## src/rtl/ysyx_23060221_ifu.sv

```systemverilog
// Instruction fetch stage: holds the PC and issues one AXI-lite read per instruction.
// It hands inst/pc to decode, then waits for the write-back npc before fetching again.
module ysyx_23060221_ifu #(
   parameter logic [31:0] RESET_PC = 32'h8000_0000,
   parameter logic [15:0] TIMEOUT  = 16'd1024
) (
   input  logic        clk,
   input  logic        rst,
   output logic [31:0] araddr,
   output logic        arvalid,
   input  logic        arready,
   input  logic [31:0] rdata,
   input  logic [1:0]  rresp,
   input  logic        rvalid,
   output logic        rready,
   output logic [31:0] inst,
   output logic [31:0] pc,
   output logic        inst_fault,
   output logic        IFU_valid,
   input  logic        IDU_ready,
   input  logic [31:0] npc,
   input  logic        npc_valid,
   output logic [31:0] fetch_cnt
);

   typedef enum logic [1:0] {
      S_REQ,
      S_RESP,
      S_OUT,
      S_PC
   } state_t;

   state_t      state, state_n;
   logic [31:0] pc_n, inst_n, cnt_n;
   logic        fault_n;
   logic [15:0] timer, timer_n;
   logic        misalign;

   assign misalign  = pc[1:0] != 2'b00;
   assign araddr    = pc;
   assign arvalid   = (state == S_REQ) && !rst && !misalign;
   assign rready    = (state == S_RESP) && !rst;
   assign IFU_valid = (state == S_OUT) && !rst;

   always_comb begin
      state_n = state;
      pc_n    = pc;
      inst_n  = inst;
      fault_n = inst_fault;
      cnt_n   = fetch_cnt;
      timer_n = timer;
      unique case (state)
         S_REQ: begin
            // A misaligned pc never reaches the bus; it is reported as a fault.
            if (misalign) begin
               inst_n  = 32'd0;
               fault_n = 1'b1;
               state_n = S_OUT;
            end else if (arready) begin
               timer_n = 16'd0;
               state_n = S_RESP;
            end
         end
         S_RESP: begin
            if (rvalid) begin
               inst_n  = rdata;
               fault_n = rresp != 2'b00;
               state_n = S_OUT;
            end else if (timer == TIMEOUT - 16'd1) begin
               inst_n  = 32'd0;
               fault_n = 1'b1;
               state_n = S_OUT;
            end else begin
               timer_n = timer + 16'd1;
            end
         end
         S_OUT: begin
            if (IDU_ready) begin
               cnt_n   = fetch_cnt + 32'd1;
               state_n = S_PC;
            end
         end
         S_PC: begin
            if (npc_valid) begin
               pc_n    = npc;
               state_n = S_REQ;
            end
         end
         default: state_n = S_REQ;
      endcase
   end

   always_ff @(posedge clk) begin
      if (rst) begin
         state      <= S_REQ;
         pc         <= RESET_PC;
         inst       <= 32'd0;
         inst_fault <= 1'b0;
         fetch_cnt  <= 32'd0;
         timer      <= 16'd0;
      end else begin
         state      <= state_n;
         pc         <= pc_n;
         inst       <= inst_n;
         inst_fault <= fault_n;
         fetch_cnt  <= cnt_n;
         timer      <= timer_n;
      end
   end

endmodule

```

## config.mk

```make
export PLATFORM = sky130hd
export DESIGN_NAME = ysyx_23060221_ifu
export DESIGN_NICKNAME = d
export VERILOG_FILES = /design/src/rtl/ysyx_23060221_ifu.sv
export SDC_FILE = /design/constraint.sdc
export NUM_CORES = 1
export LEC_CHECK = 0
export ABC_AREA = 1
export BUFFER_PORTS_ARGS = -buffer_cell sky130_fd_sc_hd__buf_4
export CORE_MARGIN = 1
export CORE_UTILIZATION = 45
export CTS_CLUSTER_DIAMETER = 60
export DETAILED_ROUTE_END_ITERATION = 6
export PLACE_DENSITY_LB_ADDON = 0.12
export SLEW_MARGIN = 20
export SYNTH_ARGS = -nofsm -noshare
export SYNTH_HDL_FRONTEND = slang
export SYNTH_SLANG_ARGS = --single-unit
```

## constraint.sdc

```tcl
create_clock -name clk -period 2.6 [get_ports clk]
set_clock_uncertainty 0.15 [all_clocks]
set_input_delay 0.52 -clock clk [delete_from_list [all_inputs] [get_ports clk]]
set_output_delay 0.52 -clock clk [all_outputs]
set_load 0.01 [all_outputs]
```

==> qor.yml <==
synthesis:
  syn_area_per_cell_um2: 6.66
  syn_inst: 856
  syn_nets: 934
  synth_top_area_share_pct: 40.4
  yosysWarnings: 0
  synthTopCellsByArea: "dfxtp_1 (40%), nor2_1 (15%), nand2_1 (8.9%)"
  synth_top_cell_by_area: "dfxtp_1"
  ys_seq_area_share_pct: 40.4
  synth_area_um2: 5700
  synth_cell_types: 33
  synth-seq-cells: 115
placed_design:
  dp_slack_ns: 0.548
  dp_cells: 1174
  placed_area_um2: 7110
  post-dp-hpwl_mm: 11.0
  place_congestion: 0.887
  portBuffers: 203
setup_path:
  critPathTopFamily: "buffers and inverters"
  worst_ep_required_time_ns: 1.93
  cpPeakStageDelay_ns: 0.34
  start_kind: "register"
  crit_type: "reg2out"
  path_max_fanout: 10
  cp_data_arrival_time_ns: 1.74
  path_cells: "inv_1, ha_1, inv_2, nor2_1, buf_4"
  setup.worst_path.end_class: "primary output"
  crit_buf_inv: 3
  cpMaxStageDelayCell: "dfxtp_1"
cells_and_area:
  nets: 1103
  syn2layout_area_growth_pct: 35.9
  design_area_um2: 7750
  ff_latch_area_um2: 2300
  finalNonFillerCells: 1206
  nFillCells: 1156
  layout-drive-gt1-share_pct: 26.1
  multi_input_area_um2: 2630
  n_antenna_cell: 0
timing:
  tightest_slew_ns: 0.918
  tns_ns: 0
  max-slew-margin-rel_pct: 38.7
  rsz0062_at_grt: "no"
  setup_ws_ns: 0.193
  setup_viol: 0
  fmax_mhz: 415
  hold_violations: 0
  period_share_pct: 92.6
  finalCriticalPeriod_ns: 2.41
  hold_ws_ns: 0.170
  drv_slew: 0
global_routing:
  grt_max_degree: 41
  antenna_found_initial: 0
  grt_overflow_total: 0
  grt_pass1_vias: 5016
  grt_usage_pct: 23.0
  grt_pass1_wl_mm: 23.7
clock_tree:
  cts_tree: "built"
  path_clk_slew_ns: 0.05
  postCtsSetupBuffers: 0
  cts_max_path_buffers: 2
  h-tree-depth: 4
  cts_made_buffers: 17
  clock-sinks: 115
  cts_hold_buf: 0
  cts_resized: 0
  clock_latency_ns: 0.41
  cts-root-buf: "clkbuf_16"
pwr:
  powerDensity_nw_per_um2: 844
  p_leak_nw: 3.64
  ir_worst_vdd_uv: 441
drt:
  vias_per_cell: 4.69
  drc: 0
  postRouteAntennaNets: 0
  via_count: 5657
  wl_per_cell_um: 12.4
  first_pass_iters: 4
  initialDrtViolationCount: 479
  drt-total-wl_mm: 14.9
floorplan:
  start_util_pct: 46.9
  dieArea_um2: 13100
  die_y_um: 115
  ioPinCount: 204
  rows: 40
  die_w_um: 115
  design.core.area_um2: 12200
worst_hold_path:
  hold_path.class: "in2reg"
status:
  status: "finished, final reports clean"
flow_run:
  max_cap_violations: 0
## stage by stage
stage | util, % | power [mW]
floorplan | - | 3.47
global placement | 58.5 | 4.08
detailed placement | 58.5 | 4.10
CTS | 63.7 | 6.60
global route | 63.7 | 6.95
finish | 63.7 | 6.54
## layout by cell type (no fill, tap or decap), types with 5 or more instances in the layout
| cell | n |
|---|---|
| clkbuf_16 | 17 |
| buf_4 | 210 |
| inv_2 | 5 |
| nand4_1 | 13 |
| nand2_2 | 11 |
| ha_1 | 6 |
| dfxtp_1 | 115 |
| nor3_1 | 6 |
| xor2_1 | 7 |
| nand2_1 | 135 |
| inv_1 | 94 |
| clkinv_2 | 6 |
| o21ai_0 | 76 |
| a21oi_1 | 29 |
| nand3_1 | 48 |
| nor2_1 | 227 |
## routing by layer
| metal | vias to the layer above | share of wire, % | global-route usage [%] |
|---|---|---|---|
| met5 | - | 0 | 0 |
| li1 | 2978 | - | - |
| met3 | 17 | 6.5 | 6.67 |
| met2 | 154 | 46 | 36.8 |
| met1 | 2508 | 46 | 29.0 |
| met4 | 0 | 1.6 | 9.18 |
## power by group
| group | internal [mW] | leakage [nW] | switching [mW] |
|---|---|---|---|
| registers | 2.03 | 0.931 | 0.168 |
| clock network | 1.69 | 0.316 | 0.794 |
| logic | 0.791 | 2.39 | 1.06 |
| total | 4.51 | 3.64 | 2.03 |
## layout make-up
class	count	area share [%]
inverters	100	4.86
clock buffers	22	6.25
flip-flops and latches	115	29.7
well taps	168	2.71
clock inverters	10	1.97
repair buffers	211	20.6
multi-input cells	580	33.9
## state kept, by name, summed over array words and instances, names as in the netlist
name        count
araddr         32
fetch_cnt      32
inst           32
timer          16
state           2
inst_fault      1
## kinds of logic after synthesis
family,synth area share [%]
simple gates,33.2
flops,40.4
buf+inv,13.6
fa+ha+maj,1.32
compound gates,10.3
xor+xnor,1.23
## path summary, 6_finish.rpt
path,startpoint,end,slack (ns),depth (start not counted)
hold reg to reg,fetch_cnt[12]$_SDFFE_PP0P_,fetch_cnt[12]$_SDFFE_PP0P_,0.33,2
hold / removal,npc[31],araddr[31]$_SDFFE_PP1P_,0.17,3
setup reg to reg,state[1]$_SDFFE_PP0P_,inst[15]$_SDFFE_PP0P_,0.54,8
setup / recovery,state[1]$_SDFFE_PP0P_,rready,0.19,5
## Yosys cell counts, drive strengths merged
library cell / n
nor2: 231
nand2: 147
dfxtp: 115
inv: 99
o21ai: 76
nand3: 50
buf: 43
a21oi: 33
clkbuf: 18
nand4: 13
xor2: 7
ha: 6
nor3: 6
nand3b: 2
nor3b: 2
o21bai: 2
and3: 1
clkinv: 1
o21a: 1
o22ai: 1
or2: 1
xnor2: 1
## worst min-delay path: cells and delay by family
kind	cells	cell delay, ns
buffers and inverters	1	0.08
and+or+nand+nor	2	0.09
Note: power is estimated with default switching activity, not from simulation.
